**src/rtl/dlx_hazard_ctrl.sv**
```systemverilog
// DLX pipeline sequencer: load-use interlock, multi-cycle MULT freeze, branch flush, forwarding selects.
// Optional build macro HAZARD_PERF_CNT_EN adds stall/flush performance counters.
module dlx_hazard_ctrl #(
    parameter int MULT_LATENCY = 4,
    parameter int REG_ADDR_W   = 5
) (
    input  logic                  clk,
    input  logic                  rst_n,
    input  logic                  id_valid,
    input  logic [REG_ADDR_W-1:0] id_rs1_sel,
    input  logic [REG_ADDR_W-1:0] id_rs2_sel,
    input  logic                  id_uses_rs1,
    input  logic                  id_uses_rs2,
    input  logic                  id_regwr,
    input  logic [REG_ADDR_W-1:0] id_rd,
    input  logic                  id_is_load,
    input  logic                  id_is_mult,
    input  logic                  id_branch_taken,
    output logic                  pc_en,
    output logic                  ifid_en,
    output logic                  ifid_flush,
    output logic                  idex_bubble,
    output logic [1:0]            fwd_a_sel,
    output logic [1:0]            fwd_b_sel,
    output logic                  mult_busy,
    output logic [1:0]            state
`ifdef HAZARD_PERF_CNT_EN
    ,
    output logic [31:0]           perf_stall_cnt,
    output logic [31:0]           perf_flush_cnt
`endif
);

    localparam logic [1:0] S_RUN        = 2'd0;
    localparam logic [1:0] S_LOAD_STALL = 2'd1;
    localparam logic [1:0] S_MULT_BUSY  = 2'd2;
    localparam logic [3:0] MULT_INIT    = 4'(MULT_LATENCY - 1);

    // The WB stage needs no slot: the register file writes before it reads.
    logic                  ex_regwr;
    logic                  ex_load;
    logic [REG_ADDR_W-1:0] ex_rd;
    logic                  mem_regwr;
    logic [REG_ADDR_W-1:0] mem_rd;

    logic [3:0] mult_cnt;
    logic [1:0] next_state;
    logic       mult_start;
    logic       load_use;
    logic       id_enters_ex;

    function automatic logic hit(input logic uses, input logic [REG_ADDR_W-1:0] sel,
                                 input logic regwr, input logic [REG_ADDR_W-1:0] rd);
        return uses && regwr && (sel == rd) && (rd != '0);
    endfunction

    function automatic logic [1:0] fwd_sel(input logic uses, input logic [REG_ADDR_W-1:0] sel);
        if (hit(uses, sel, ex_regwr, ex_rd))
            return 2'd1;
        else if (hit(uses, sel, mem_regwr, mem_rd))
            return 2'd2;
        else
            return 2'd0;
    endfunction

    assign load_use = id_valid && ex_load &&
                      (hit(id_uses_rs1, id_rs1_sel, ex_regwr, ex_rd) ||
                       hit(id_uses_rs2, id_rs2_sel, ex_regwr, ex_rd));

    assign id_enters_ex = id_valid && !idex_bubble;

    // After a load stall the EX slot holds the bubble, so load_use cannot fire there and
    // the released instruction may still start a MULT or flush as a taken branch.
    always_comb begin
        next_state  = state;
        pc_en       = 1'b1;
        ifid_en     = 1'b1;
        ifid_flush  = 1'b0;
        idex_bubble = 1'b0;
        mult_start  = 1'b0;
        case (state)
            S_RUN, S_LOAD_STALL: begin
                if (load_use) begin
                    pc_en       = 1'b0;
                    ifid_en     = 1'b0;
                    idex_bubble = 1'b1;
                    next_state  = S_LOAD_STALL;
                end else if (id_valid && id_is_mult) begin
                    mult_start = 1'b1;
                    next_state = S_MULT_BUSY;
                end else begin
                    next_state = S_RUN;
                    if (id_valid && id_branch_taken)
                        ifid_flush = 1'b1;
                end
            end
            S_MULT_BUSY: begin
                pc_en       = 1'b0;
                ifid_en     = 1'b0;
                idex_bubble = 1'b1;
                if (mult_cnt == 4'd1)
                    next_state = S_RUN;
            end
            default: next_state = S_RUN;
        endcase
    end

    always_ff @(posedge clk or negedge rst_n) begin
        if (!rst_n) begin
            state     <= S_RUN;
            mult_cnt  <= 4'd0;
            mult_busy <= 1'b0;
        end else begin
            state <= next_state;
            if (mult_start) begin
                mult_cnt  <= MULT_INIT;
                mult_busy <= 1'b1;
            end else if (state == S_MULT_BUSY) begin
                mult_cnt <= mult_cnt - 4'd1;
                if (mult_cnt == 4'd1)
                    mult_busy <= 1'b0;
            end
        end
    end

    // Selects are captured as the ID instruction moves into EX, against the slots it will trail.
    always_ff @(posedge clk or negedge rst_n) begin
        if (!rst_n) begin
            ex_regwr  <= 1'b0;
            ex_load   <= 1'b0;
            ex_rd     <= '0;
            mem_regwr <= 1'b0;
            mem_rd    <= '0;
            fwd_a_sel <= 2'd0;
            fwd_b_sel <= 2'd0;
        end else begin
            mem_regwr <= ex_regwr;
            mem_rd    <= ex_rd;
            ex_regwr  <= id_enters_ex && id_regwr;
            ex_load   <= id_enters_ex && id_is_load;
            ex_rd     <= id_enters_ex ? id_rd : '0;
            if (id_enters_ex) begin
                fwd_a_sel <= fwd_sel(id_uses_rs1, id_rs1_sel);
                fwd_b_sel <= fwd_sel(id_uses_rs2, id_rs2_sel);
            end else begin
                fwd_a_sel <= 2'd0;
                fwd_b_sel <= 2'd0;
            end
        end
    end

`ifdef HAZARD_PERF_CNT_EN
    always_ff @(posedge clk or negedge rst_n) begin
        if (!rst_n) begin
            perf_stall_cnt <= 32'd0;
            perf_flush_cnt <= 32'd0;
        end else begin
            if (!pc_en)
                perf_stall_cnt <= perf_stall_cnt + 32'd1;
            if (ifid_flush)
                perf_flush_cnt <= perf_flush_cnt + 32'd1;
        end
    end
`endif

endmodule

```
**config.mk**
```make
export PLATFORM = sky130hd
export DESIGN_NAME = dlx_hazard_ctrl
export DESIGN_NICKNAME = d
export VERILOG_FILES = /design/src/rtl/dlx_hazard_ctrl.sv
export SDC_FILE = /design/constraint.sdc
export NUM_CORES = 1
export LEC_CHECK = 0
export BUFFER_PORTS_ARGS = -buffer_cell sky130_fd_sc_hd__buf_2
export CAP_MARGIN = 20
export CORE_MARGIN = 10
export CORE_UTILIZATION = 50
export DETAILED_ROUTE_END_ITERATION = 10
export PLACE_DENSITY = 0.77
export SLEW_MARGIN = 20
export SYNTH_ARGS = -nofsm -noshare
export SYNTH_HDL_FRONTEND = slang
export SYNTH_SLANG_ARGS = --single-unit
```
**constraint.sdc**
```tcl
create_clock -name clk -period 3.6 [get_ports clk]
set_input_delay 0.18 -clock clk [delete_from_list [all_inputs] [get_ports clk]]
set_output_delay 0.18 -clock clk [all_outputs]
set_load 0.02 [all_outputs]
```
# Yosys cells after proc, flatten, opt, wreduce, memory -nomap -nowiden
# Cells that the tools add are included.
[op_classes]
addsub = 1
n_mul = 0
n_div = 0
n_lt_le_gt_ge = 0
eq_ne = 8
n_shift = 0
n_mux = 27
bitwise = 0
reduce_logical = 28
[op_table]
columns = ["cell", "count"]
rows = [
  ["$eq 5x5->1", 4],
  ["$logic_and 1x1->1", 19],
  ["$mux 2", 9],
  ["$mux 1", 12],
  ["$reduce_bool 5->1", 2],
  ["$mux 4", 2],
  ["$mux 5", 1],
  ["$eq 4x1->1 const B", 1],
  ["$pmux 1 s2", 2],
  ["$pmux 2 s2", 1],
  ["$reduce_bool 2->1", 2],
  ["$sub 4x1->4 const B", 1],
  ["$eq 2x1->1 const B", 1],
  ["$eq 2x2->1 const B", 1],
  ["$logic_not 2->1", 1],
  ["$ne 2x2->1 const B", 1],
  ["$reduce_and 2->1", 1],
  ["$reduce_or 2->1", 1],
  ["$logic_not 1->1", 1],
  ["$logic_or 1x1->1", 1],
]
[word_totals]
ff_bits = 24
latchBits = 0
mem_bits_rw = 0
mem_bits_ro = 0
inputBits = 24
output_inout_bits = 11
wordCells = 74
n_memories = 0

# Depth between registers and ports, before layout
[depth]
word_depth = 10
ltp_mapped = 6
ltp_nobuf = 6

# Worst setup path after synthesis
# No wires, ideal clock.
[synth_path]
path_kind = "register -> output"
from = "reg ex_rd[1]"
to = "out pc_en"
t_arrival_ns = 2.011
path_slack_ns = 1.409
path_stages_with_launch = 6
cell_sequence = "dfrtp_1 > or4_4 > o21ai_4 > nor2_1 > a21boi_1 > buf_4"
[synth_between]
elab_chain_len = 7
[synth_rtl]
columns = ["element", "line_no", "rtl"]
rows = [
  ["start: declaration", "42", "logic [REG_ADDR_W-1:0] ex_rd;"],
  ["start signal: assignment", "141", "ex_rd <= id_enters_ex ? id_rd : '0;"],
  ["$eq 5x5->1", "54", "return uses && regwr && (sel == rd) && (rd != '0);"],
  ["$logic_and 1x1->1 (2 in a row)", "54", ""],
  ["$logic_or 1x1->1 *", "67", "(hit(id_uses_rs1, id_rs1_sel, ex_regwr, ex_rd) ||"],
  ["$logic_and 1x1->1 *", "66", "assign load_use = id_valid && ex_load &&"],
  ["$mux 1 *", "n/a", ""],
  ["$pmux 1 s2 *", "n/a", ""],
  ["end: declaration", "19", "output logic pc_en,"],
]
# Mark *: on every way between the ends. The rest lies on a longest branch, timed or not.

# Final worst setup path
[layout_path]
from = "reg ex_rd[0]"
to = "out pc_en"
[layout_between]
elab_chain_len = 7
[layout_rtl]
columns = ["element", "line_no", "rtl"]
rows = [
  ["$eq 5x5->1", "54", ""],
  ["$logic_and 1x1->1 (2 in a row)", "54", ""],
  ["$logic_or 1x1->1 *", "67", ""],
  ["$logic_and 1x1->1 *", "66", ""],
  ["$mux 1 *", "83", "if (load_use) begin"],
  ["$pmux 1 s2 *", "81", "case (state)"],
]
# Marks and branches as above.

==> reports/results.ini <==
[cts]
cts_root_buf = clkbuf_4
postCtsSetupRepairBufs = 0
clockBufferDepth = 2
cts_tree = built
cts_buffers = 3
cts.clk_slew.worst_paths_ps = 140
clk_latency_ps = 310
htreeDepth = 1
clock-sinks = 24

[final_layout]
num-nets-final = 188
insertedDiodeCount = 0
seq_area_um2 = 601
area_growth_pct = 18.9
multi_input_area_um2 = 673
drive_gt1_share_pct = 28.0
fill_cells = 223
final_area_um2 = 1560

[yosys]
synth_common_cells = dfrtp_1 (24), a21oi_1 (13), xnor2_1 (13), nand2_1 (10), xor2_1 (9)
synth_top_area_cell = dfrtp_1
post-synth-top-count-cell = dfrtp_1
synthTopCellsByArea = dfrtp_1 (46%), xnor2_1 (8.7%), xor2_1 (6.0%), a21oi_1 (5.0%), nand2_1 (2.9%)
ys_seq_area_share_pct = 45.9
ys_seq_elements = 24
syn_area_per_cell_um2 = 10.3
async_reset_ff_share_pct = 100
ys.flop_type = dfrtp_1
netlist.area_leader.share_pct = 45.9
synth-edff-count = 0
synth_cell_type_count = 40
synth_nets = 153
synthCells = 127
yosys_warnings = 0
syn_area_um2 = 1310

[die]
die_h_um = 71.1
ioPinCount = 35
coreArea_um2 = 2480
die_w_um = 71.1
core.rowCount = 18
die_area_um2 = 5060
initial_utilization_pct = 52.8

[power]
vdd_ir_drop_max_v = 0.000431
power_density_nw_per_um2 = 615
leakage_nw = 0.706
finalPower_mw = 0.957

[route]
drt_iter0_drc = 55
wire_per_inst_um = 15.9
drc = 0
drtPass1Iterations = 4
wirelength_mm = 3.04
num_vias = 1067
vias_per_cell = 5.59
ant_nets = 0

[min_path]
hold_path.class = in2reg
whs_path_depth = 3

[sta]
min_period_ps = 2480
holdWs_ps = 52.0
worst_pin_slew_ps = 895
slew_headroom_pct = 40.4
clock.fmax_mhz = 404
hold_viol = 0
setup-tns-final_ps = 0
period_share_pct = 68.8
maxSlewViolCount = 0
fin_worst_skew_ps = 2.08
rsz0062_at_grt = no
worst_slack_ps = 1120
setup-violations-final = 0

[worst_setup_path]
worst-r2r-cell-count = 4
start_kind = flip-flop
path_cells = xnor2_1 -> nand4_1 -> o22ai_1 -> a21boi_1 -> buf_2
endpoint_kind = output port
crit_buf_inv = 1
required_ps = 3420
cp_top_family = compound AO/OA/AOI/OAI gates
crit_type = reg2out
cpMaxStageDelayCell = o22ai_1
arrival_ps = 2300
critical_path_depth = 5
slowest_delay_ps = 740
worstPathMaxFanout = 13

[place]
place_area_um2 = 1490
place_hpwl_mm = 2.45
routabilityCongestion = 0.917
preCtsSetupSlack_ps = 1500
port-buffer-count = 34

[grt]
grt_pass1_wl_mm = 5.24
antenna_found_initial = 0
grtUsageTotal_pct = 12.4
grt_max_degree = 25
gr-total-overflow = 0
grt_pass1_vias = 1127

[run]
max_cap_viol_count = 0

[status]
outcome = completed

==> report_power, final <==
part	internal (mW)	switching, mW
Sequential	0.325	0.0575
Clock	0.113	0.0853
Combinational	0.156	0.221
Total	0.593	0.364
==> path summary, 6_finish.rpt <==
check / endpoint / slack [ps] / from
setup / recovery: pc_en / 1120 / ex_rd[0]
hold / removal: ex_regwr / 50 / id_regwr
setup reg to reg: state[1] / 1690 / ex_rd[0]
hold reg to reg: mem_regwr / 480 / ex_regwr
max in group asynchronous: mult_cnt[1] / 2880 / rst_n
min in group asynchronous: fwd_b_sel[1] / 360 / rst_n
==> layout by cell type (no fill, tap or decap), drive strengths merged, types with 3 or more instances in the layout <==
cell type,instances
a2111oi,3
a21oi,13
buf,34
clkbuf,3
dfrtp,24
inv,3
nand2,10
nor2,3
nor3,6
o21a,3
xnor2,13
xor2,9
==> what timing repair did <==
item / CTS / global route
hold buffers: 1 / 0
gates resized for setup: 0 / 0
hold endpoints to repair: 24 / 0
==> registers in the layout (all words and copies together), names as in the netlist, 2 cells and up <==
| signal | flops |
|---|---|
| ex_rd | 5 |
| fwd_a_sel | 2 |
| fwd_b_sel | 2 |
| mem_rd | 5 |
| mult_cnt | 4 |
| state | 2 |
==> area by class of cell <==
class | instances | area share (%)
tap | 30 | 2.41
clock inverter | 1 | 1.93
multi-input combinational | 95 | 43.3
inverter | 3 | 0.724
clock buffer | 3 | 1.45
sequential | 24 | 38.6
timing repair buffer | 35 | 11.6
==> metal layers <==
layer,global-route usage (%),part of all wire [%],vias to the layer above
met5,0,0,-
met1,15.8,43,495
met2,19.6,48,41
met4,3.44,1.3,0
met3,4.04,8.2,6
li1,-,-,525
==> cells by family (layout without fill, tap and decap cells) <==
family,Yosys count,after routing,share of synthesized area (%)
XOR/XNOR,22,22,14.7
flip-flops,24,24,45.9
buffers and inverters,8,42,2.58
adder cells (fa/ha/maj),2,2,1.91
AND/OR/NAND/NOR,38,38,16.6
AO/OA/AOI/OAI,33,33,18.3
==> per-stage QoR <==
step           instances  utilization, %
5_1_grt              191            62.8
6_report             191            62.8
4_1_cts              191            62.8
2_1_floorplan        127               -
3_3_place_gp         186            60.3
3_5_place_dp         186            60.3
==> worst register-to-register path: stages (launching register included) <==
cell and delay (ps):
dfrtp_1 490, xnor2_1 190, nand4_1 160, o22ai_1 740
a21oi_1 180
Note: power is estimated with default switching activity, not from simulation.
